`src/rtl/complex_fir_controller.sv`:
```
// Sequencer between a sample source and a complex FIR plus its coefficient
// setup block. It requests the coefficient load, then streams a handshaked
// burst into the FIR. After the burst it appends LENGTH-1 zero samples for the
// full convolution, waits out the FIR latency and marks the valid FIR output
// cycles.
module complex_fir_controller #(
  parameter int LENGTH        = 12,
  parameter int DATA_WIDTH    = 8,
  parameter int COEFF_TIMEOUT = 64,
  parameter int FIR_LATENCY   = 1
) (
  input  logic                         clock,
  input  logic                         resetN,
  input  logic                         start,
  input  logic                         inValid,
  input  logic signed [DATA_WIDTH-1:0] inRe,
  input  logic signed [DATA_WIDTH-1:0] inIm,
  input  logic                         inLast,
  output logic                         inReady,
  input  logic                         coeffSetFlag,
  output logic                         loadCoefficients,
  output logic                         loadDataFlag,
  output logic                         stopDataLoadFlag,
  output logic signed [DATA_WIDTH-1:0] firDataRe,
  output logic signed [DATA_WIDTH-1:0] firDataIm,
  output logic                         outValid,
  output logic                         busy,
  output logic                         done,
  output logic                         error
);

  localparam int TMO_W = $clog2(COEFF_TIMEOUT) + 1;
  localparam int PAD_W = $clog2(LENGTH - 1) + 1;
  localparam int FLS_W = $clog2(FIR_LATENCY + 1) + 1;

  typedef enum logic [2:0] {
    S_IDLE,
    S_LOAD_COEFF,
    S_STREAM,
    S_PAD,
    S_FLUSH
  } state_t;

  state_t r_state;
  state_t w_next_state;

  // Registered outputs and their next values.
  logic                         r_in_ready,  w_in_ready;
  logic                         r_load_coef, w_load_coef;
  logic                         r_load_data, w_load_data;
  logic                         r_stop,      w_stop;
  logic signed [DATA_WIDTH-1:0] r_fir_re,    w_fir_re;
  logic signed [DATA_WIDTH-1:0] r_fir_im,    w_fir_im;
  logic                         r_busy,      w_busy;
  logic                         r_done,      w_done;
  logic                         r_error,     w_error;

  // Internal counters.
  logic [TMO_W-1:0] r_tmo_cnt, w_tmo_cnt;
  logic [PAD_W-1:0] r_pad_cnt, w_pad_cnt;
  logic [FLS_W-1:0] r_fls_cnt, w_fls_cnt;
  logic [15:0]      r_smp_cnt, w_smp_cnt;

  logic [FIR_LATENCY-1:0] r_vpipe;
  logic                   w_accept;
  logic                   w_consume;

  assign w_accept  = inValid & r_in_ready;
  assign w_consume = r_load_data & ~r_stop;

  // State register.
  // NOTE: sequential state uses non-blocking assignments so every register
  // samples pre-edge values, independent of block ordering.
  always_ff @(posedge clock or negedge resetN) begin
    if (!resetN) r_state <= S_IDLE;
    else         r_state <= w_next_state;
  end

  // Next state plus next value of every registered output and counter.
  always_comb begin
    // NOTE: every signal gets a default first so no path through the case
    // leaves one unassigned (which would infer a latch).
    w_next_state = r_state;
    w_in_ready   = 1'b0;
    w_load_coef  = 1'b0;
    w_load_data  = 1'b0;
    w_stop       = 1'b0;
    w_fir_re     = r_fir_re;
    w_fir_im     = r_fir_im;
    w_done       = 1'b0;
    w_error      = r_error;
    w_tmo_cnt    = r_tmo_cnt;
    w_pad_cnt    = r_pad_cnt;
    w_fls_cnt    = r_fls_cnt;
    w_smp_cnt    = r_smp_cnt;

    unique case (r_state)
      S_IDLE: begin
        if (start) begin
          w_next_state = S_LOAD_COEFF;
          w_load_coef  = 1'b1;
          w_error      = 1'b0;
          w_tmo_cnt    = '0;
          w_smp_cnt    = '0;
        end
      end

      S_LOAD_COEFF: begin
        // The flag takes priority over a timeout in the same cycle.
        if (coeffSetFlag) begin
          w_next_state = S_STREAM;
          w_load_data  = 1'b1;
          w_in_ready   = 1'b1;
          w_stop       = 1'b1;   // no sample accepted yet, so the FIR must not shift
        end else if (r_tmo_cnt == TMO_W'(COEFF_TIMEOUT - 1)) begin
          w_next_state = S_IDLE;
          w_error      = 1'b1;
        end else begin
          w_load_coef  = 1'b1;
          w_tmo_cnt    = r_tmo_cnt + 1'b1;
        end
      end

      S_STREAM: begin
        w_load_data = 1'b1;
        if (w_accept) begin
          w_fir_re  = inRe;
          w_fir_im  = inIm;
          w_smp_cnt = (r_smp_cnt == 16'hFFFF) ? r_smp_cnt : r_smp_cnt + 1'b1;
          if (inLast) begin
            w_next_state = (LENGTH > 1) ? S_PAD : S_FLUSH;
            w_pad_cnt    = '0;
            w_fls_cnt    = '0;
          end else begin
            w_in_ready = 1'b1;
          end
        end else begin
          // A gap stalls the FIR so it does not affect the convolution.
          w_stop     = 1'b1;
          w_in_ready = 1'b1;
        end
      end

      S_PAD: begin
        // Each cycle schedules one zero sample; the last one is scheduled
        // as the state moves on to FLUSH.
        w_load_data = 1'b1;
        w_fir_re    = '0;
        w_fir_im    = '0;
        if (r_pad_cnt == PAD_W'(LENGTH - 2)) begin
          w_next_state = S_FLUSH;
          w_fls_cnt    = '0;
        end else begin
          w_pad_cnt = r_pad_cnt + 1'b1;
        end
      end

      S_FLUSH: begin
        // Hold the FIR frozen for its latency, then report completion.
        if (r_fls_cnt == FLS_W'(FIR_LATENCY)) begin
          w_next_state = S_IDLE;
          w_done       = 1'b1;
        end else begin
          w_load_data = 1'b1;
          w_stop      = 1'b1;
          w_fls_cnt   = r_fls_cnt + 1'b1;
        end
      end

      default: w_next_state = S_IDLE;
    endcase

    w_busy = (w_next_state != S_IDLE);
  end

  // Output and counter registers.
  always_ff @(posedge clock or negedge resetN) begin
    if (!resetN) begin
      r_in_ready  <= 1'b0;
      r_load_coef <= 1'b0;
      r_load_data <= 1'b0;
      r_stop      <= 1'b0;
      r_fir_re    <= '0;
      r_fir_im    <= '0;
      r_busy      <= 1'b0;
      r_done      <= 1'b0;
      r_error     <= 1'b0;
      r_tmo_cnt   <= '0;
      r_pad_cnt   <= '0;
      r_fls_cnt   <= '0;
      r_smp_cnt   <= '0;
    end else begin
      r_in_ready  <= w_in_ready;
      r_load_coef <= w_load_coef;
      r_load_data <= w_load_data;
      r_stop      <= w_stop;
      r_fir_re    <= w_fir_re;
      r_fir_im    <= w_fir_im;
      r_busy      <= w_busy;
      r_done      <= w_done;
      r_error     <= w_error;
      r_tmo_cnt   <= w_tmo_cnt;
      r_pad_cnt   <= w_pad_cnt;
      r_fls_cnt   <= w_fls_cnt;
      r_smp_cnt   <= w_smp_cnt;
    end
  end

  // Delay each FIR consume cycle by the FIR latency to mark valid outputs.
  always_ff @(posedge clock or negedge resetN) begin
    if (!resetN) begin
      r_vpipe <= '0;
    end else begin
      r_vpipe[0] <= w_consume;
      for (int i = 1; i < FIR_LATENCY; i++) r_vpipe[i] <= r_vpipe[i-1];
    end
  end

  assign inReady          = r_in_ready;
  assign loadCoefficients = r_load_coef;
  assign loadDataFlag     = r_load_data;
  assign stopDataLoadFlag = r_stop;
  assign firDataRe        = r_fir_re;
  assign firDataIm        = r_fir_im;
  assign outValid         = r_vpipe[FIR_LATENCY-1];
  assign busy             = r_busy;
  assign done             = r_done;
  assign error            = r_error;

endmodule

```
`config.mk`:
```
export PLATFORM = sky130hd
export DESIGN_NAME = complex_fir_controller
export DESIGN_NICKNAME = d
export VERILOG_FILES = /design/src/rtl/complex_fir_controller.sv
export SDC_FILE = /design/constraint.sdc
export NUM_CORES = 1
export LEC_CHECK = 0
export BUFFER_PORTS_ARGS = -buffer_cell sky130_fd_sc_hd__clkbuf_2
export CAP_MARGIN = 20
export CORE_MARGIN = 2
export CORE_UTILIZATION = 25
export CTS_BUF_LIST = sky130_fd_sc_hd__clkbuf_4 sky130_fd_sc_hd__clkbuf_8 sky130_fd_sc_hd__clkbuf_16
export DETAILED_ROUTE_END_ITERATION = 8
export GPL_ROUTABILITY_DRIVEN = 0
export PLACE_DENSITY = 0.44
export SYNTH_ARGS = -nofsm -noshare
export SYNTH_HDL_FRONTEND = slang
export SYNTH_SLANG_ARGS = --single-unit
```
`constraint.sdc`:
```
create_clock -name clock -period 4.5 [get_ports clock]
set_clock_uncertainty 0.1 [all_clocks]
set_input_delay 0.225 -clock clock [delete_from_list [all_inputs] [get_ports clock]]
set_output_delay 0.225 -clock clock [all_outputs]
set_load 0.005 [all_outputs]
```
### After elaboration in Yosys (flattened, before gate mapping)

Cells that the tools add are included.

| word-level totals | value |
|---|---|
| register bits | 41 |
| bits of input ports | 22 |
| output and inout port bits | 24 |
| logic and storage cells | 90 |

| cells by class | value |
|---|---|
| add/sub/neg operators | 3 |
| equality and inequality tests | 16 |
| muxes and demuxes | 43 |
| bitwise logic cells | 3 |
| reductions and logical operators | 11 |

Operators with widths:

| kind | number |
|---|---|
| one-hot mux 8 bit (2 select lines) | 2 |
| 2-to-1 mux 3 bit | 7 |
| 2-to-1 mux 7 bit | 3 |
| != test 2 bit, second input constant | 9 |
| 2-to-1 mux 8 bit | 2 |
| 2-to-1 mux 5 bit | 3 |
| one-hot mux 3 bit (5 select lines) | 1 |
| one-hot mux 7 bit (2 select lines) | 1 |
| 2-to-1 mux 1 bit | 13 |
| AND reduction 4 bit | 3 |
| one-hot mux 5 bit (2 select lines) | 1 |
| 2-to-1 mux 2 bit | 4 |
| adder 7 x 1 -> 7 bit, second input constant | 1 |
| == test 7 x 6 -> 1 bit, second input constant | 1 |
| == test 3 x 2 -> 1 bit, second input constant | 2 |
| one-hot mux 1 bit (2 select lines) | 3 |
| one-hot mux 1 bit (3 select lines) | 2 |
| one-hot mux 2 bit (3 select lines) | 1 |
| nonzero test 3 bit | 2 |
| adder 5 x 1 -> 5 bit, second input constant | 1 |
| == test 5 x 4 -> 1 bit, second input constant | 1 |
| AND reduction 5 bit | 1 |
| nonzero test 2 bit | 2 |
| == test 3 x 1 -> 1 bit, second input constant | 1 |
| 8 further kinds | 9 |

### Depth between registers and ports, before layout

Gate-level depths: netlist of run 1.

| depth | value |
|---|---|
| word-level depth | 5 |
| depth in mapped cells | 6 |
| gate-level depth less buffers | 6 |

### Worst setup path after synthesis of run 1

No wires, ideal clock.

| timing | value |
|---|---|
| path kind | reg-to-reg |
| from | register r_tmo_cnt[0] |
| to | register r_busy, in the netlist busy |
| library setup time | 131 ps |
| arrival time | 1382 ps |
| path slack | 2887 ps |
| stages on the path, launching flop included | 6 |
| clock period less this slack | 1613 ps |
| cell sequence | dfrtp_1 > ha_1 > nand4_2 > o21bai_4 > a21oi_2 > or3_1 |

| on the way | value |
|---|---|
| longest elaborated chain between the ends | 5 |

RTL lines:

| item | RTL line | RTL |
|---|---|---|
| start: declaration | 59 | `logic [TMO_W-1:0] r_tmo_cnt, w_tmo_cnt;` |
| start signal: assignment | 202 | `r_tmo_cnt <= w_tmo_cnt;` |
| == test 7 x 6 -> 1 bit | 115 | `end else if (r_tmo_cnt == TMO_W'(COEFF_TIMEOUT - 1)) begin` |
| 2-to-1 mux 3 bit | 115 |  |
| 2-to-1 mux 3 bit | 110 | `if (coeffSetFlag) begin` |
| one-hot mux 3 bit (5 select lines) | 97 | `unique case (r_state)` |
| nonzero test 3 bit | 173 | `w_busy = (w_next_state != S_IDLE);` |
| named net w_busy | 54 | `logic r_busy, w_busy;` |
| end signal: assignment | 199 | `r_busy <= w_busy;` |
| end: declaration | 54 |  |

The timed path passes the listed nets, and every way through them passes these cells.
A chain may end at the register's enable or synchronous reset.

### Worst setup path in the final report of run 1

Ends and elaborated chain as after synthesis.

==> results of run 1 <==
==> metal layers <==
layer	share of wire, %	vias up
met5	0	-
met4	0.51	0
met3	3.9	2
met2	47	29
met1	48	722
li1	-	746
==> cell families (layout without fill, tap and decap cells) <==
| group | count (synthesis) | count (layout) | share of synthesized area (%) |
|---|---|---|---|
| compound gates | 42 | 42 | 13.6 |
| flops | 41 | 41 | 52.8 |
| simple gates | 82 | 82 | 23.8 |
| buf+inv | 18 | 65 | 4.64 |
| mux | 5 | 5 | 2.58 |
| fa+ha+maj | 4 | 4 | 2.58 |
==> cells in the mapped netlist, drive strengths merged (3+ instances only) <==
library cell,number
inv,9
mux2i,5
or3,3
or2,3
dfrtp,41
nand2,46
nand3,3
nor2,3
nand4,3
o21ai,23
a21oi,7
o211ai,3
ha,4
nand2b,7
buf,7
==> worst register-to-register path, delay by kind of cell, from the launching register on <==
kind / cells / cell delay, ns
simple gates: 2 / 0.55
compound gates: 2 / 0.42
flops: 1 / 0.40
fa+ha+maj: 1 / 0.24
==> power by group <==
part / internal, uW / total (uW) / switching [uW]
clock network: 166 / 300 / 134
logic: 195 / 424 / 229
registers: 483 / 582 / 99.5
total: 844 / 1310 / 463
==> layout make-up <==
type | count | area (um2)
multi-input combinational | 133 | 830
tap | 102 | 128
clock inverter | 3 | 46.3
sequential | 41 | 1030
fill | 828 | 5250
timing repair buffer | 48 | 270
inverter | 9 | 33.8
clock buffer | 5 | 68.8
==> worst paths after layout <==
check | startpoint | end | slack [ns] | cells after the start
max in group asynchronous | resetN | r_tmo_cnt[0] | 3.55 | 3
setup / recovery | r_tmo_cnt[0] | busy | 2.68 | 5
setup reg to reg | r_tmo_cnt[0] | busy | 2.68 | 5
hold reg to reg | stopDataLoadFlag | outValid | 0.32 | 1
hold / removal | inIm[0] | firDataIm[0] | 0.03 | 3
min in group asynchronous | resetN | outValid | 0.27 | 2
==> registers in the layout, indices dropped and copies added, names as in the netlist <==
| register | cells |
|---|---|
| busy | 1 |
| done | 1 |
| error | 1 |
| firDataIm | 8 |
| firDataRe | 8 |
| inReady | 1 |
| loadCoefficients | 1 |
| loadDataFlag | 1 |
| outValid | 1 |
| r_fls_cnt | 2 |
| r_pad_cnt | 5 |
| r_state | 3 |
| r_tmo_cnt | 7 |
| stopDataLoadFlag | 1 |
==> what timing repair did <==
item                                    CTS  global route
setup buffers                             0             0
endpoints found under the setup margin    0             0
endpoints found under the hold margin    13             0
hold buffers                              1             0
==> stage by stage <==
| stage | utilization, % | hold slack, ns | total power [uW] |
|---|---|---|---|
| after floorplan | - | -0.171 | 875 |
| after global placement | 29.3 | 0.320 | 1010 |
| after detailed placement | 29.6 | 0.0673 | 1020 |
| after CTS | 31.2 | 0.0154 | 1330 |
| after global routing | 31.4 | 0.0125 | 1420 |
| final | 31.4 | 0.0300 | 1310 |
==> results.json, run 1 <==
{
  "status": "finished clean",
  "cts_tree": "done",
  "synth_seq_cells": 41,
  "crit_path_top_delay_cell": "dfrtp_1",
  "grt_use_total_pct": 9.86,
  "fmax_ghz": 0.549,
  "yosys_warnings": 0,
  "cts_resized": 0,
  "setup_viol": 0,
  "htreeDepth": 2,
  "nets": 264,
  "seq_area_frac_synth_pct": 52.8,
  "dp_hpwl_um": 2890,
  "grt_pass1_vias": 1400,
  "yosysTopAreaCellShare_pct": 52.8,
  "use_met2_pct": 15.4,
  "syn_nets": 218,
  "place_ws_ns": 2.24,
  "worst_slew_pin_slew_ns": 0.385,
  "grt_max_degree": 33,
  "synth_cell_types": 43,
  "met3_usage_pct": 2.88,
  "numCtsBuffers": 5,
  "post_drt_wl_per_cell_um": 11.6,
  "p_leak_uw": 0.00114,
  "dp.cells": 331,
  "synthArstFlopShare_pct": 100,
  "final.min_clock_period_ns": 1.82,
  "synth-edff-count": 0,
  "path_max_fanout": 8,
  "grt_pass1_wl_um": 6660,
  "yosysTopAreaCell": "dfrtp_1",
  "clkSinkCount": 41,
  "fin_cells": 341,
  "critical_path_class": "flip-flop to flip-flop",
  "io_buffers": 45,
  "initial_core_util_pct": 25.4,
  "top_usage_layer": "met2",
  "min_period_over_period_pct": 40.5,
  "drive_gt1_share_pct": 29.3,
  "endpoint_kind": "flip-flop",
  "crit_family": "simple AND/OR/NAND/NOR gates",
  "cts_root_buf": "clkbuf_8",
  "critPathBufInv": 0,
  "synth_area_leaders": "dfrtp_1 (53%), nand2_1 (8.9%), o21ai_0 (5.7%), ha_1 (2.6%), mux2i_1 (2.6%)",
  "synth_flop_cell": "dfrtp_1",
  "fin_area_um2": 2400,
  "drtIter0Drc": 53,
  "final_cell_mix": "nand2_1 (46), clkbuf_2 (45), dfrtp_1 (41)",
  "arrival_ns": 1.88,
  "path_clk_slew_ns": 0.09,
  "met1_usage_pct": 13.2,
  "synthCells": 192,
  "core_um2": 7650,
  "max-vdd-ir-drop_mv": 0.144,
  "start_kind": "flip-flop",
  "overflow": 0,
  "rsz0062_at_grt": "no",
  "final_common_cell": "nand2_1",
  "slew_headroom_pct": 74.3,
  "avgSynthCellArea_um2": 10.1,
  "clockBufferDepth": 2,
  "via_count": 1499,
  "num_antenna_cells": 0,
  "synthesis.area_um2": 1940,
  "finalMaxSlewViolations": 0,
  "max_stage_delay_ns": 0.40,
  "setup-tns-final_ns": 0,
  "crit_required_ns": 4.56,
  "hold_path_class": "input port to flip-flop",
  "final_hold_viol_count": 0,
  "io_pins": 46,
  "layout_setup_ws_ns": 2.68,
  "clkLatencyLatePin_ns": 0.29,
  "viasPerCell": 4.40,
  "die-area_um2": 8490,
  "powerDensity_nw_per_um2": 544,
  "maxCapViolations": 0,
  "die_w_um": 92.2,
  "drt_pass1_iterations": 3,
  "placed_area_um2": 2260,
  "syn_to_final_growth_pct": 23.6,
  "grt_antenna_before_repair": 0,
  "drc_errors": 0,
  "ant_nets": 0,
  "routed_wirelength_um": 3940,
  "crit_chain": "ha_1 > nand4_2 > o21bai_4 > a21oi_2 > or3_1",
  "fp.dieH_um": 92.2,
  "rows": 32
}
Note: power is estimated with default switching activity, not from simulation.
==> inputs of run 2 (changes only) <==
ABC_AREA = 1   (was default)
PLACE_DENSITY = 0.46   (was 0.44)
clock period = 1.47 ns   (was 4.5 ns; I/O delays follow)
==> results.json, run 2 <==
{
  "reg2regPathDepth": 8,
  "io_buffers": 45,
  "synth_seq_cells": 41,
  "final.min_clock_period_ns": 1.39,
  "synth_flop_cell": "dfrtp_1",
  "dp_hpwl_um": 3320,
  "num_antenna_cells": 0,
  "clkLatencyLatePin_ns": 0.30,
  "yosysTopAreaCellShare_pct": 53.8,
  "viasPerCell": 4.24,
  "slew_headroom_pct": 84.7,
  "synthesis.area_um2": 1910,
  "yosys-top-cells-count": "nand2_1 (61), nand3_1 (50), dfrtp_1 (41)",
  "grt_pass1_wl_um": 8000,
  "crit_required_ns": 1.56,
  "syn_to_final_growth_pct": 51.2,
  "rsz0062_at_grt": "yes",
  "synth_area_leaders": "dfrtp_1 (54%), nand3_1 (13%), nand2_1 (12%), nor2_1 (3.1%), inv_1 (2.8%)",
  "clockBufferDepth": 2,
  "min_period_over_period_pct": 94.5,
  "max-vdd-ir-drop_mv": 0.479,
  "critPathCapture": "firDataIm[3]",
  "syn_nets": 248,
  "grt_use_total_pct": 12.0,
  "yosys.cell_count.top_type": "nand2_1",
  "initial_core_util_pct": 26.0,
  "routed_wirelength_um": 4990,
  "overflow": 0,
  "synth_cell_types": 23,
  "powerDensity_nw_per_um2": 1620,
  "fmax_ghz": 0.720,
  "grt_max_degree": 42,
  "placed_area_um2": 2420,
  "path_clk_slew_ns": 0.08,
  "drc_errors": 0,
  "nets": 346,
  "grt_antenna_before_repair": 0,
  "endpoint_kind": "flip-flop",
  "fp.dieH_um": 91.4,
  "cts_tree": "done",
  "hold_path_class": "input port to flip-flop",
  "clkPwrFrac_pct": 20.6,
  "avgSynthCellArea_um2": 8.59,
  "final_common_cell": "nand2_1",
  "switchingPower_uw": 1710,
  "drtIter0Drc": 92,
  "clkSinkCount": 41,
  "r2r_start": "r_state[2]",
  "final_cell_mix": "nand2_1 (57), nand3_1 (48), clkbuf_2 (45)",
  "path_max_fanout": 8,
  "maxCapViolations": 0,
  "die-area_um2": 8350,
  "drive_gt1_share_pct": 35.2,
  "die_w_um": 91.4,
  "arrival_ns": 1.48,
  "p_leak_uw": 0.00154,
  "finalMaxSlewViolations": 0,
  "worst_slew_pin_slew_ns": 0.229,
  "comb_power_share_pct": 43.6,
  "synth-edff-count": 0,
  "via_count": 1779,
  "io_pins": 46,
  "critical_path_class": "flip-flop to flip-flop",
  "post_drt_wl_per_cell_um": 11.9,
  "drt_pass1_iterations": 4,
  "setup.worst_path.start": "r_state[2]",
  "dp.cells": 383,
  "r2r_setup_slack_ns": 0.08,
  "fin_cells": 420,
  "reg2reg_to": "firDataIm[3]",
  "layout_setup_ws_ns": 0.0802,
  "numCtsBuffers": 5,
  "p_int_uw": 2970,
  "final_hold_viol_count": 0,
  "yosysTopAreaCell": "dfrtp_1",
  "hold_start": "inLast",
  "setup-tns-final_ns": 0,
  "yosys_warnings": 0,
  "cts_root_buf": "clkbuf_8",
  "fin_area_um2": 2890,
  "setup_viol": 0,
  "rows": 31,
  "place_ws_ns": 0.00750,
  "synthCells": 222,
  "swShare_pct": 36.6,
  "synthArstFlopShare_pct": 100,
  "grt_pass1_vias": 1618,
  "seq_area_frac_synth_pct": 53.8,
  "power_uw": 4680,
  "ant_nets": 0,
  "core_um2": 7330,
  "htreeDepth": 2,
  "status": "finished clean",
  "start_kind": "flip-flop",
  "p_seq_share_pct": 35.7
}
-- run 2: worst min path at each step --
stage / end / slack [ns] / cells past startpoint
6_report: inReady / 0.04 / 4
5_1_grt: inReady / 0.06 / 4
4_1_cts: r_tmo_cnt[6] / 0.02 / 4
3_5_place_dp: firDataIm[7] / -0.02 / 2
3_3_place_gp: firDataRe[1] / -0.03 / 2
2_1_floorplan: busy / -0.32 / 0
-- run 2: routing by layer --
layer / global-route usage (%) / up-vias / share of wire (%)
met3: 3.15 / 6 / 3.8
met1: 16.9 / 820 / 48
met5: 0 / - / 0
met2: 17.8 / 31 / 47
li1: - / 922 / -
met4: 4.17 / 0 / 1.1
-- run 2: what timing repair did --
item | 4_1_cts | 5_1_grt
endpoints found under the hold margin | 57 | 0
buffers inserted | 0 | 11
cloned | 0 | 1
hold buffers | 17 | 0
setup endpoints to repair | 3 | 35
gates resized for setup | 1 | 22
pin swaps | 1 | 5
-- run 2: logic make-up after synthesis --
group                    Yosys count  share of synthesized area [%]
XOR/XNOR                           5                           2.29
adder cells (fa/ha/maj)            4                           2.62
buffers and inverters             24                           5.25
flip-flops                        41                           53.8
multiplexers                       1                          0.525
AO/OA/AOI/OAI                      8                           2.29
AND/OR/NAND/NOR                  139                           33.2
-- run 2: layout make-up --
type / count / area [um2]
fill: 780 / 4450
sequential: 41 / 1030
multi-input combinational: 157 / 835
timing repair buffer: 97 / 708
clock buffer: 7 / 90.1
clock inverter: 1 / 30.0
tap: 99 / 124
inverter: 18 / 70.1
-- run 2: power groups by stage --
stage                     registers [uW]  clock network, uW  logic, uW
after floorplan                     1680                  0        946
after global placement              1670                  0       1730
after detailed placement            1670                  0       1730
after CTS                           1650                997       1760
after global routing                1730               1070       2270
final                               1670                967       2040
-- run 2: through the flow --
step           util, %  hold slack, ns
4_1_cts           37.0          0.0205
5_1_grt           39.4          0.0573
6_report          39.4          0.0426
3_3_place_gp      33.0         -0.0283
2_1_floorplan        -          -0.322
3_5_place_dp      33.0         -0.0247
-- run 2: critical path, stage by stage (launching register included) --
cell,delay (ns)
dfrtp_1,0.43
inv_2,0.12
nand2_4,0.07
nor2_4,0.09
buf_6,0.13
nand2_4,0.07
clkbuf_16,0.17
nand3_1,0.06
nand2_1,0.05
==> inputs of run 3 (changes only) <==
clock period = 1.1 ns   (was 1.47 ns; I/O delays follow)
==> results.json, run 3 (same netlist as run 2, synthesis figures left out) <==
{
  "core_um2": 7330,
  "p_int_uw": 4610,
  "whs_ns": 0.0155,
  "fillers": 710,
  "crit_required_ns": 1.19,
  "rsz0062_at_grt": "yes",
  "fp.dieH_um": 91.4,
  "htreeDepth": 2,
  "final.min_clock_period_ns": 1.37,
  "syn_to_final_growth_pct": 71.1,
  "max-vdd-ir-drop_mv": 0.744,
  "wl_met1_um": 2380,
  "place_ws_ns": -0.335,
  "die-area_um2": 8350,
  "drt_pass1_iterations": 4,
  "worst_slew_pin_slew_ns": 0.357,
  "endpoint_kind": "flip-flop",
  "final_hold_viol_count": 0,
  "final_cell_mix": "nand2_1 (52), clkbuf_2 (45), buf_4 (43)",
  "drtIter0Drc": 51,
  "grt_max_degree": 30,
  "top_layer_used": "met4",
  "grt_antenna_before_repair": 0,
  "clkPwrFrac_pct": 17.7,
  "grt_pass1_vias": 2004,
  "layout_setup_ws_ns": -0.269,
  "hold_path_class": "input port to flip-flop",
  "numCtsBuffers": 5,
  "dp_hpwl_um": 3540,
  "max_stage_delay_ns": 0.46,
  "clkLatencyLatePin_ns": 0.29,
  "setup-tns-final_ns": -8.59,
  "rows": 31,
  "clkSinkCount": 41,
  "maxCapViolations": 0,
  "setup_viol": 39,
  "wl_met3_um": 123,
  "io_pins": 46,
  "powerDensity_nw_per_um2": 2240,
  "hold_start": "coeffSetFlag",
  "nets": 365,
  "finalMaxSlewViolations": 0,
  "ant_nets": 0,
  "drc_errors": 0,
  "routed_wirelength_um": 5170,
  "clockBufferDepth": 2,
  "path_clk_slew_ns": 0.08,
  "crit_family": "simple AND/OR/NAND/NOR gates",
  "post_drt_wl_per_cell_um": 11.8,
  "cts_tree": "done",
  "p_seq_share_pct": 30.6,
  "placed_area_um2": 2610,
  "fin_area_um2": 3270,
  "status": "finished, violations left",
  "setup.worst_path.start": "r_state[1]",
  "num_antenna_cells": 0,
  "start_kind": "flip-flop",
  "initial_core_util_pct": 26.0,
  "path_max_fanout": 8,
  "comb_power_share_pct": 51.7,
  "io_buffers": 45,
  "overflow": 0,
  "critical_path_class": "flip-flop to flip-flop",
  "die_w_um": 91.4,
  "p_leak_uw": 0.00168,
  "drive_gt1_share_pct": 47.9,
  "fmax_ghz": 0.730,
  "final_common_cell": "nand2_1",
  "violations": "negative setup slack",
  "r2r_start": "r_state[1]",
  "slew_headroom_pct": 76.2,
  "viasPerCell": 4.25,
  "crit_chain": "nor2_2 > nand2_2 > nor2_2 > nand2_2 > nand2_4 > inv_6 > nand2_1 > nand2_1",
  "arrival_ns": 1.46,
  "critPathBufInv": 1,
  "swShare_pct": 37.0,
  "grt_use_total_pct": 13.4,
  "cts_root_buf": "clkbuf_8",
  "grt_pass1_wl_um": 9130,
  "min_period_over_period_pct": 124,
  "via_count": 1866,
  "routed-wl-met2_um": 2610,
  "crit_path_top_delay_cell": "dfrtp_2",
  "switchingPower_uw": 2700
}
[run 3: path summary, 6_finish.rpt]
check                                to  slack [ns]  cells past startpoint
setup / recovery           r_tmo_cnt[1]       -0.27                      8
hold / removal             r_tmo_cnt[6]        0.02                      4
setup reg to reg           r_tmo_cnt[1]       -0.27                      8
hold reg to reg                outValid        0.32                      1
max in group asynchronous    r_state[0]        0.31                      3
min in group asynchronous  r_tmo_cnt[4]        0.11                      2
[run 3: final cells by class]
type	count	area [um2]	share of cell area [%]
Timing Repair Buffer	116	892	27.3
Clock inverter	1	30.0	0.920
Multi-Input combinational cell	157	1020	31.3
Clock buffer	7	90.1	2.76
Sequential cell	41	1030	31.5
Tap cell	99	124	3.79
Inverter	18	80.1	2.45
[run 3: layer usage]
metal	up-vias	GRT usage, %
li1	965	-
met1	873	17.3
met2	22	23.1
met3	6	2.32
met4	0	3.41
met5	-	0
[run 3: worst register-to-register path, stage by stage (launching register included)]
cell,delay [ns]
dfrtp_2,0.46
nor2_2,0.13
nand2_2,0.10
nor2_2,0.12
nand2_2,0.09
nand2_4,0.12
inv_6,0.06
nand2_1,0.05
nand2_1,0.05
[run 3: power by group through the flow]
stage | sequential [uW] | clock [uW] | combinational [uW]
finish | 2240 | 1300 | 3780
global route | 2300 | 1420 | 4180
global placement | 2200 | 0 | 2820
detailed placement | 2200 | 0 | 2830
floorplan | 2250 | 0 | 1360
CTS | 2220 | 1340 | 3430
[run 3: timing repair]
item | CTS | global route
gates resized for setup | 29 | 38
hold endpoints to repair | 57 | 0
cloned | 2 | 0
pin swaps | 5 | 4
setup buffers | 7 | 1
hold buffers | 17 | 0
endpoints found under the setup margin | 40 | 40
[run 3: per-stage QoR]
stage	power, uW	instances	util, %
final	7310	439	44.5
after global routing	7900	439	44.5
after CTS	6980	438	42.2
after detailed placement	5040	404	35.6
after global placement	5020	404	35.6
after floorplan	3610	222	-
